[src/rtl/encdec_mul_arbiter.sv]
// ---------------------------------------------------------------------------
// encdec_mul_arbiter
//
// One pipelined unsigned multiplier is shared by NUM_REQ requesters. A
// round-robin arbiter accepts at most one operand pair per cycle and pushes it
// into a MUL_STAGES-deep pipeline. Products return in accept order on a single
// tagged response bus that has valid/ready backpressure.
//
// Ports:
//   ap_clk     in   clock, rising edge
//   ap_rst     in   asynchronous active-high reset
//   req_valid  in   [NUM_REQ]         per-requester operand valid
//   req_ready  out  [NUM_REQ]         per-requester grant, one-hot or zero
//   req_a      in   [NUM_REQ*DATA_W]  packed operand A, requester i at [i*DATA_W +: DATA_W]
//   req_b      in   [NUM_REQ*DATA_W]  packed operand B, same packing
//   rsp_valid  out                    response valid (output register)
//   rsp_ready  in                     downstream accepts the response
//   rsp_id     out  [ID_W]            index of the requester that issued the product
//   rsp_p      out  [2*DATA_W]        full unsigned product a*b
//   busy       out                    any pipeline stage holds a valid entry
// ---------------------------------------------------------------------------
module encdec_mul_arbiter #(
  parameter int NUM_REQ    = 4,
  parameter int DATA_W     = 16,
  parameter int MUL_STAGES = 2,
  parameter int ID_W       = 2
) (
  input  logic                      ap_clk,
  input  logic                      ap_rst,
  input  logic [NUM_REQ-1:0]        req_valid,
  output logic [NUM_REQ-1:0]        req_ready,
  input  logic [NUM_REQ*DATA_W-1:0] req_a,
  input  logic [NUM_REQ*DATA_W-1:0] req_b,
  output logic                      rsp_valid,
  input  logic                      rsp_ready,
  output logic [ID_W-1:0]           rsp_id,
  output logic [2*DATA_W-1:0]       rsp_p,
  output logic                      busy
);

  localparam int P_W  = 2 * DATA_W;
  localparam int LAST = MUL_STAGES - 1;

  // Full-width unsigned product; operands are widened first so nothing is lost.
  function automatic logic [P_W-1:0] mul_full(input logic [DATA_W-1:0] a,
                                              input logic [DATA_W-1:0] b);
    return P_W'(a) * P_W'(b);
  endfunction

  // Round-robin search starting just after ptr. Returns {found, index}.
  function automatic logic [ID_W:0] rr_search(input logic [NUM_REQ-1:0] valid,
                                              input logic [ID_W-1:0]    ptr);
    logic            found;
    logic [ID_W-1:0] id;
    logic [ID_W-1:0] idx;
    found = 1'b0;
    id    = '0;
    for (int k = 1; k <= NUM_REQ; k++) begin
      idx = ID_W'((int'(ptr) + k) % NUM_REQ);
      if (!found && valid[idx]) begin
        found = 1'b1;
        id    = idx;
      end else begin
        found = found;
      end
    end
    return {found, id};
  endfunction

  // Stage 0 holds {a, b} when MUL_STAGES > 1 (the multiply happens on the way
  // into stage 1), or the finished product when MUL_STAGES == 1. Every later
  // stage holds a product; the last stage is the output register.
  logic [MUL_STAGES-1:0] valid_q, valid_d;
  logic [ID_W-1:0]       id_q   [MUL_STAGES];
  logic [ID_W-1:0]       id_d   [MUL_STAGES];
  logic [P_W-1:0]        data_q [MUL_STAGES];
  logic [P_W-1:0]        data_d [MUL_STAGES];
  logic [ID_W-1:0]       rr_ptr_q, rr_ptr_d;

  logic                  stall_s;
  logic [ID_W:0]         search_s;
  logic                  grant_found_s;
  logic [ID_W-1:0]       grant_id_s;
  logic                  xfer_s;
  logic [DATA_W-1:0]     sel_a_s;
  logic [DATA_W-1:0]     sel_b_s;

  assign stall_s       = valid_q[LAST] & ~rsp_ready;
  assign search_s      = rr_search(req_valid, rr_ptr_q);
  assign grant_found_s = search_s[ID_W];
  assign grant_id_s    = search_s[ID_W-1:0];
  assign sel_a_s       = req_a[grant_id_s*DATA_W +: DATA_W];
  assign sel_b_s       = req_b[grant_id_s*DATA_W +: DATA_W];
  assign xfer_s        = |(req_valid & req_ready);

  // Grant decode: the winning requester is told ready unless the pipe is stalled.
  always_comb begin
    req_ready = '0;
    if (grant_found_s && !stall_s) begin
      req_ready[grant_id_s] = 1'b1;
    end else begin
      req_ready = '0;
    end
  end

  // Next state of the arbiter pointer and every pipeline stage; all stages
  // advance together, so a stall freezes the whole pipe.
  always_comb begin
    rr_ptr_d = rr_ptr_q;
    valid_d  = valid_q;
    for (int j = 0; j < MUL_STAGES; j++) begin
      id_d[j]   = id_q[j];
      data_d[j] = data_q[j];
    end
    if (!stall_s) begin
      valid_d[0] = xfer_s;
      if (xfer_s) begin
        rr_ptr_d = grant_id_s;
        id_d[0]  = grant_id_s;
        if (MUL_STAGES == 1) begin
          data_d[0] = mul_full(sel_a_s, sel_b_s);
        end else begin
          data_d[0] = {sel_a_s, sel_b_s};
        end
      end else begin
        rr_ptr_d = rr_ptr_q;
      end
      for (int j = 1; j < MUL_STAGES; j++) begin
        valid_d[j] = valid_q[j-1];
        id_d[j]    = id_q[j-1];
        if (j == 1) begin
          data_d[j] = mul_full(data_q[0][P_W-1:DATA_W], data_q[0][DATA_W-1:0]);
        end else begin
          data_d[j] = data_q[j-1];
        end
      end
    end else begin
      rr_ptr_d = rr_ptr_q;
    end
  end

  // State registers; reset drops every in-flight entry and gives requester 0
  // first priority.
  always_ff @(posedge ap_clk or posedge ap_rst) begin
    if (ap_rst) begin
      rr_ptr_q <= ID_W'(NUM_REQ - 1);
      valid_q  <= '0;
      for (int j = 0; j < MUL_STAGES; j++) begin
        id_q[j]   <= '0;
        data_q[j] <= '0;
      end
    end else begin
      rr_ptr_q <= rr_ptr_d;
      valid_q  <= valid_d;
      for (int j = 0; j < MUL_STAGES; j++) begin
        id_q[j]   <= id_d[j];
        data_q[j] <= data_d[j];
      end
    end
  end

  assign rsp_valid = valid_q[LAST];
  assign rsp_id    = id_q[LAST];
  assign rsp_p     = data_q[LAST];
  assign busy      = |valid_q;

endmodule

[config.mk]
export PLATFORM = sky130hd
export DESIGN_NAME = encdec_mul_arbiter
export DESIGN_NICKNAME = d
export VERILOG_FILES = /design/src/rtl/encdec_mul_arbiter.sv
export SDC_FILE = /design/constraint.sdc
export NUM_CORES = 1
export LEC_CHECK = 0
export ABC_AREA = 1
export BUFFER_PORTS_ARGS = -buffer_cell sky130_fd_sc_hd__buf_2
export CORE_ASPECT_RATIO = 0.7
export CORE_MARGIN = 2
export CORE_UTILIZATION = 40
export CTS_CLUSTER_SIZE = 40
export DETAILED_ROUTE_END_ITERATION = 6
export PLACE_DENSITY = 0.62
export SYNTH_ARGS = -nofsm -noshare
export SYNTH_HDL_FRONTEND = slang
export SYNTH_SLANG_ARGS = --single-unit
export TNS_END_PERCENT = 50
[constraint.sdc]
create_clock -name ap_clk -period 6.4 [get_ports ap_clk]
set_clock_uncertainty 0.15 [all_clocks]
set_input_delay 0.64 -clock ap_clk [delete_from_list [all_inputs] [get_ports ap_clk]]
set_output_delay 0.64 -clock ap_clk [all_outputs]
set_load 0.01 [all_outputs]
* Yosys cells after proc, flatten, opt, wreduce, memory -nomap -nowiden
Cells that the tools add are included.
** Word-level totals
- Register bits after elaboration :: 72
- Input port bits :: 135
- Output and inout port bits :: 40
** Operators by class
- $add $sub $neg :: 4
- $mul :: 1
- Magnitude comparators :: 6
- Shift-type cells :: 2
- Mux-type cells :: 19
- Bitwise logic cells :: 4
- Reduce and logical (&&, ||, !) cells :: 12
** Operators with widths (number)
- 64-bit by 7-bit indexed part select with 16-bit output :: 2
- 16-bit by 16-bit multiplier with 32-bit output :: 1
- 2-bit by 3-bit less-than comparator with 1-bit output (second input constant) :: 5
- 1-bit two-way mux :: 9
- 1-bit binary-select mux with 2-bit select :: 4
- 2-bit two-way mux :: 4
- 1-bit logical AND :: 5
- 2-bit by 1-bit adder with 2-bit output (second input constant) :: 2
- 2-bit adder (second input constant) :: 2
- 4-bit AND :: 1
- 1-bit logical NOT :: 4
- 4-bit two-way mux :: 1
- 4-bit OR reduction :: 1
- 1-bit demux with 2-bit select :: 1
- 2-bit by 1-bit >= comparator with 1-bit output (second input constant) :: 1
- 1-bit inverter :: 2
- 2-bit AND reduction :: 1
- 2-bit OR reduction :: 1
- 1-bit AND :: 1

* Longest topological paths before layout
Gate-level depths: netlist (run 1).
- Depth in word-level cells :: 21
- Depth in mapped cells :: 26
- Gate-level depth less buffers :: 24

* Worst setup path after synthesis (run 1)
OpenSTA, ideal clock, no wires.
- Kind :: reg-to-reg
- Start :: reg data_q[60] in the netlist's numbering
- End :: reg data_q, in the netlist rsp_p[22]
- Data arrival time :: 5.390 ns
- Data required time :: 6.132 ns
- Setup slack :: 0.743 ns
- Stages on the path, launching flop included :: 23
- Period minus slack after synthesis :: 5.657 ns
- Cell sequence :: dfrtp_1 -> clkbuf_1 -> clkbuf_1 -> nand2_1 -> fa_1 -> fa_1 -> fa_1 -> inv_1 -> fa_1 -> fa_1 -> inv_1 -> fa_1 -> inv_1 -> ha_1 -> a21oi_1 -> inv_1 -> a21oi_1 -> inv_1 -> o21ai_0 -> nand3_1 -> or2_2 -> nand3_1 -> nand2_1
** On the way
- Longest elaborated chain between the ends :: 1
** RTL lines
- start: declaration :: RTL line 76 : logic [P_W-1:0] data_q [MUL_STAGES];
- start signal: indexed assignment :: RTL line 157 : data_q[j] <= data_d[j];
- 16-bit by 16-bit multiplier with 32-bit output :: RTL line 47 : return P_W'(a) * P_W'(b);
Every way passes these cells.
A chain may end at the register's enable or synchronous reset.

* Worst setup path in the final report (run 1)
- Start :: reg data_q[56] in the netlist's numbering
- End :: reg data_q, in the netlist rsp_p[22]
The elaborated chain is that of the path after synthesis.

==> results of run 1 <==
## final cells by class
cell class                      instances  area [um2]
Multi-Input combinational cell       1351        9670
Tap cell                              464         581
Timing Repair Buffer                  208        1130
Clock buffer                           10         239
Inverter                              419        1580
Fill cell                            3501       18600
Sequential cell                        72        1810
Clock inverter                          6        66.3
## final timing paths
path	from	endpoint
setup reg to reg	data_q[56]$_DFFE_PP0P_	rsp_p[22]$_DFFE_PP0N_
min in group asynchronous	ap_rst	rsp_p[22]$_DFFE_PP0N_
setup / recovery	data_q[56]$_DFFE_PP0P_	rsp_p[22]$_DFFE_PP0N_
hold / removal	valid_q[0]$_DFFE_PP0N_	valid_q[1]$_DFFE_PP0N_
hold reg to reg	valid_q[0]$_DFFE_PP0N_	valid_q[1]$_DFFE_PP0N_
max in group asynchronous	ap_rst	data_q[55]$_DFFE_PP0P_
## registers in the layout, summed over array words and instances, names as in the netlist
| signal | count |
|---|---|
| rr_ptr_q | 2 |
| id_q | 2 |
| rsp_id | 2 |
| rsp_p | 32 |
| data_q | 32 |
| valid_q | 2 |
## through the flow
stage	instance area [um2]	setup WS (ps)	hold slack, ps
floorplan	13800	743	281
finish	15100	314	322
CTS	15100	228	322
global placement	14800	312	305
global route	15100	9.75	345
detailed placement	14800	289	308
## cell usage in the layout (no fill, tap or decap), drive strengths merged, types with 5 or more instances in the layout
master	instances
nor3	11
o21ai	42
nand4	77
fa	194
a21oi	34
nand2	759
inv	420
dfrtp	70
or2	5
nand3	43
nor2	58
buf	208
a31oi	5
ha	104
clkbuf	10
## per-layer routing
| layer | part of all wire, % | GRT usage, % |
|---|---|---|
| met5 | 0 | 0 |
| met3 | 8.9 | 6.70 |
| met1 | 50 | 35.2 |
| met2 | 40 | 32.1 |
| met4 | 1.4 | 4.07 |
## critical path, delay by kind of cell, from the launching register on
family	cells	cell delay [ps]
flip-flops	1	630
adder cells (fa/ha/maj)	7	3210
buffers and inverters	8	740
AND/OR/NAND/NOR	5	590
AO/OA/AOI/OAI	3	660
## cell families (layout without fill, tap and decap cells)
group                    Yosys count  in the layout  synth area share [%]
AND/OR/NAND/NOR                  956            956                  28.4
buffers and inverters            567            643                  17.0
adder cells (fa/ha/maj)          298            298                  37.6
AO/OA/AOI/OAI                     90             90                  3.55
flip-flops                        72             72                  13.1
XOR/XNOR                           7              7                 0.444
==> flow_summary_export.csv, run 1 <==
group,metric,value,unit
floorplan,coreArea,33700,um2
floorplan,die-area,36000,um2
synthesis,synth_area_leaders,"fa_1 (28%), nand2_1 (20%), dfrtp_1 (13%)",
sta,slew_viol_final,0,
sta,rsz0062_at_grt,"no",
worst_setup_path,cpMaxStageDelayCell,"dfrtp_1",
placed_design,portBuffers,174,
route,vias,12400,
floorplan,die_h,159,um
cts,post_cts_buffers,0,
sta,finalSetupTns,0,ps
sta,final_hold_viol_count,0,
synthesis,synth-edff-count,0,
run,drv_cap,0,
final_layout,nets,2494,
synthesis,synth-main-ff-cell,"dfrtp_1",
worst_hold_path,min_path_cells,2,
grt,grt_start_max_net_pins,73,
placed_design,place_hpwl,32.4,mm
sta,setup_viol,0,
cts,cts.sinks,72,
synthesis,yosys.area.top_type,"fa_1",
cts,clk_pin_slew,70,ps
placed_design,gp_congestion,0.933,
floorplan,pin_count,175,
sta,worst_pin_slew,1240,ps
worst_setup_path,critPathCaptureType,"flop",
route,drc,0,
route,drt-pass1-iter-count,5,
grt,grt_pass1_vias,12400,
worst_setup_path,worst-path-max-fanout,11,
cts,ctsHoldBuffers,0,
sta,max_clock_freq,0.164,GHz
grt,antenna_found_initial,0,
synthesis,yosysTopAreaCellShare,28.1,%
synthesis,synth-seq-area-share,13.1,%
cts,clockRootBuffer,"clkbuf_16",
grt,grt_util_all_layers,23.0,%
route,routed_wl,39.4,mm
placed_design,dp.cells,2514,
synthesis,synth_area_per_cell,6.94,um2
cts,htreeDepth,3,
synthesis,synth_common_cells,"nand2_1 (753), inv_1 (412), fa_1 (194)",
cts,cts_tree,"done",
synthesis,synth_nets,2423,
worst_setup_path,worst_setup_path_start_kind,"flop",
final_layout,antennaDiodeCount,0,
worst_setup_path,critPathMaxStageDelay,630,ps
floorplan,placementRows,56,
synthesis,syn_area,13800,um2
cts,cts_buffer_depth,2,
cts,cts.repair.resized,0,
synthesis,synth_most_common_cell,"nand2_1",
worst_setup_path,reg2reg_slack,310,ps
worst_setup_path,worstPathCellList,"buf_4 > nand2_1 > inv_1 > fa_1 > inv_1 > fa_1 > fa_1 > inv_1 > fa_1 > fa_1 > inv_1 > fa_1 > inv_1 > ha_1 > a21oi_1 > inv_1 > a21oi_1 > inv_1 > o21ai_0 > nand3_1 > or2_2 > nand3_1 > nand2_1",
floorplan,initial_core_util,40.9,%
worst_setup_path,crit_required,6510,ps
synthesis,async_flop_share,100,%
synthesis,ys_ff_latch,72,
final_layout,drive_gt1_share,12.5,%
worst_hold_path,min_path_type,"flop to flop",
final_layout,syn_to_final_growth,9.16,%
sta,fin_crit_sh,95.1,%
worst_setup_path,ff2ff_path_depth,23,
worst_setup_path,cp_common_cell,"inv_1",
route,drt_iter0_drc,900,
floorplan,die_w,226,um
synthesis,synth_cell_types,37,
grt,grt_pass1_wl,65.5,mm
route,wl_per_cell,15.6,um
cts,cts_buffers,9,
cts,clock_latency,380,ps
worst_setup_path,critPathKind,"flop to flop",
sta,finalCriticalPeriod,6090,ps
outcome,status,"complete, no violations",
worst_setup_path,cp_data_arrival_time,6200,ps
final_layout,post-route-util,44.7,%
synthesis,ys_warn_count,0,
route,final_antenna_net_count,0,
route,routed_via_density,4.90,
grt,grt_overflow,0,
synthesis,netlist_instances,1990,
final_layout,layoutNonFillerInstCount,2530,
sta,relSlewSlack,17.2,%
Power of run 1 is left out: the tool's default activity adds up to more than one toggle a clock period on the data nets, which glitch-free logic cannot reach.
==> run 2, diff against run 1 <==
--- a/config.mk
+++ b/config.mk
@@ -6,13 +6,13 @@
 export NUM_CORES = 1
 export LEC_CHECK = 0
 export ABC_AREA = 1
-export BUFFER_PORTS_ARGS = -buffer_cell sky130_fd_sc_hd__buf_2
 export CORE_ASPECT_RATIO = 0.7
 export CORE_MARGIN = 2
 export CORE_UTILIZATION = 40
 export CTS_CLUSTER_SIZE = 40
 export DETAILED_ROUTE_END_ITERATION = 6
-export PLACE_DENSITY = 0.62
+export DONT_BUFFER_PORTS = 1
+export PLACE_DENSITY = 0.57
 export SYNTH_ARGS = -nofsm -noshare
 export SYNTH_HDL_FRONTEND = slang
 export SYNTH_SLANG_ARGS = --single-unit
==> flow_summary_export.csv, run 2 (synthesis gave the netlist of run 1 again) <==
group,metric,value,unit
outcome,status,"complete, no violations",
floorplan,die_h,159,um
final_layout,fin_area,14300,um2
sta,finalSetupTns,0,ps
sta,rsz0062_at_grt,"no",
worst_setup_path,worstPathCellList,"buf_4 > nand2_1 > inv_1 > fa_1 > inv_1 > fa_1 > fa_1 > inv_1 > fa_1 > fa_1 > inv_1 > fa_1 > inv_1 > ha_1 > a21oi_1 > inv_1 > a21oi_2 > inv_1 > o21ai_0 > nand3_1 > or2_2 > nand3_1 > nand2_1",
sta,finalCriticalPeriod,6130,ps
placed_design,place_hpwl,32.0,mm
grt,grt_pass1_wl,64.6,mm
route,routed_wl,38.8,mm
worst_setup_path,reg2reg_slack,270,ps
cts,cts_buffer_depth,2,
cts,clk_pin_slew,70,ps
sta,final_hold_viol_count,0,
route,drt_iter0_drc,940,
sta,fin_crit_sh,95.8,%
route,drt-pass1-iter-count,6,
worst_hold_path,min_path_type,"primary input to async pin",
floorplan,coreArea,33700,um2
final_layout,nets,2322,
worst_setup_path,critPathKind,"flop to flop",
route,routed_via_density,4.95,
cts,clock_latency,360,ps
placed_design,portBuffers,0,
worst_setup_path,worst-path-max-fanout,9,
placed_design,gp_congestion,0.958,
route,vias,11700,
sta,fin_ws,270,ps
floorplan,placementRows,56,
floorplan,die_w,226,um
final_layout,fill_cells,3542,
cts,cts.sinks,72,
cts,htreeDepth,3,
worst_setup_path,crit_required,6510,ps
floorplan,initial_core_util,40.9,%
worst_setup_path,cpMaxStageDelayCell,"fa_1",
route,wl_per_cell,16.4,um
sta,relSlewSlack,26.3,%
sta,slew_viol_final,0,
sta,worst_pin_slew,1100,ps
worst_setup_path,reg2reg_from,"data_q[57]$_DFFE_PP0P_",
cts,post_cts_buffers,0,
sta,setup_viol,0,
floorplan,pin_count,175,
grt,grt_start_max_net_pins,73,
worst_setup_path,critPathCaptureType,"flop",
final_layout,drive_gt1_share,4.54,%
worst_setup_path,ff2ff_path_depth,23,
worst_setup_path,cp_common_cell,"inv_1",
cts,cts_buffers,9,
grt,grt_pass1_vias,11900,
cts,clockRootBuffer,"clkbuf_16",
route,drc,0,
worst_setup_path,cp_data_arrival_time,6240,ps
grt,grt_overflow,0,
placed_design,pre_cts_ws,224,ps
final_layout,antennaDiodeCount,0,
worst_setup_path,r2r-end,"rsp_p[22]$_DFFE_PP0N_",
worst_setup_path,critPathMaxStageDelay,540,ps
worst_setup_path,worst_setup_path_start_kind,"flop",
placed_design,place_area,13900,um2
sta,max_clock_freq,0.163,GHz
worst_setup_path,cp-startpoint,"data_q[57]$_DFFE_PP0P_",
grt,antenna_found_initial,0,
final_layout,final_cell_mix,"nand2_1 (752), inv_1 (411), fa_1 (194)",
final_layout,syn_to_final_growth,3.26,%
final_layout,layout_commonest_cell,"nand2_1",
route,final_antenna_net_count,0,
run,drv_cap,0,
sta,hold_ws,329,ps
floorplan,die-area,36000,um2
cts,cts_tree,"done",
grt,grt_util_all_layers,22.8,%
[run 2: layout make-up]
class,count,area [um2],share of cell area [%]
clock inverter,6,115,0.808
multi-input combinational,1351,9670,67.8
clock buffer,10,229,1.61
sequential,72,1810,12.7
tap,464,581,4.07
inverter,419,1580,11.1
timing repair buffer,36,270,1.90
[run 2: worst max path at each step]
stage,to,slack (ps),cells past startpoint
after floorplan,rsp_p[22]$_DFFE_PP0N_,740,22
after global placement,rsp_p[22]$_DFFE_PP0N_,170,21
after detailed placement,rsp_p[22]$_DFFE_PP0N_,220,21
after CTS,rsp_p[22]$_DFFE_PP0N_,180,21
after global routing,rsp_p[22]$_DFFE_PP0N_,20,23
final,rsp_p[22]$_DFFE_PP0N_,270,23
[run 2: stage by stage]
stage	utilization [%]	cells
3_5_place_dp	41.2	2342
6_report	42.3	2358
3_3_place_gp	41.2	2342
2_1_floorplan	-	1990
4_1_cts	42.3	2358
5_1_grt	42.3	2358
[run 2: metal layers]
layer / GRT usage, % / vias to the layer above / share of wire, %
li1: - / 5641 / -
met1: 34.0 / 5599 / 48
met2: 32.7 / 380 / 41
met3: 6.59 / 42 / 9.3
met4: 4.67 / 0 / 1.7
met5: 0 / - / 0
[run 2: timing repair]
| item | CTS | global route |
|---|---|---|
| endpoints found under the hold margin | 0 | 0 |
| hold buffers | 0 | 0 |
| resized for setup | 0 | 8 |
| endpoints found under the setup margin | 0 | 4 |
[run 2: critical path: cells and delay by family, from the launching register on]
family / cells / cell delay (ps)
adder cells (fa/ha/maj): 7 / 3380
AO/OA/AOI/OAI: 3 / 700
buffers and inverters: 8 / 680
AND/OR/NAND/NOR: 5 / 590
flip-flops: 1 / 510
Power of run 2 is left out for the same reason.
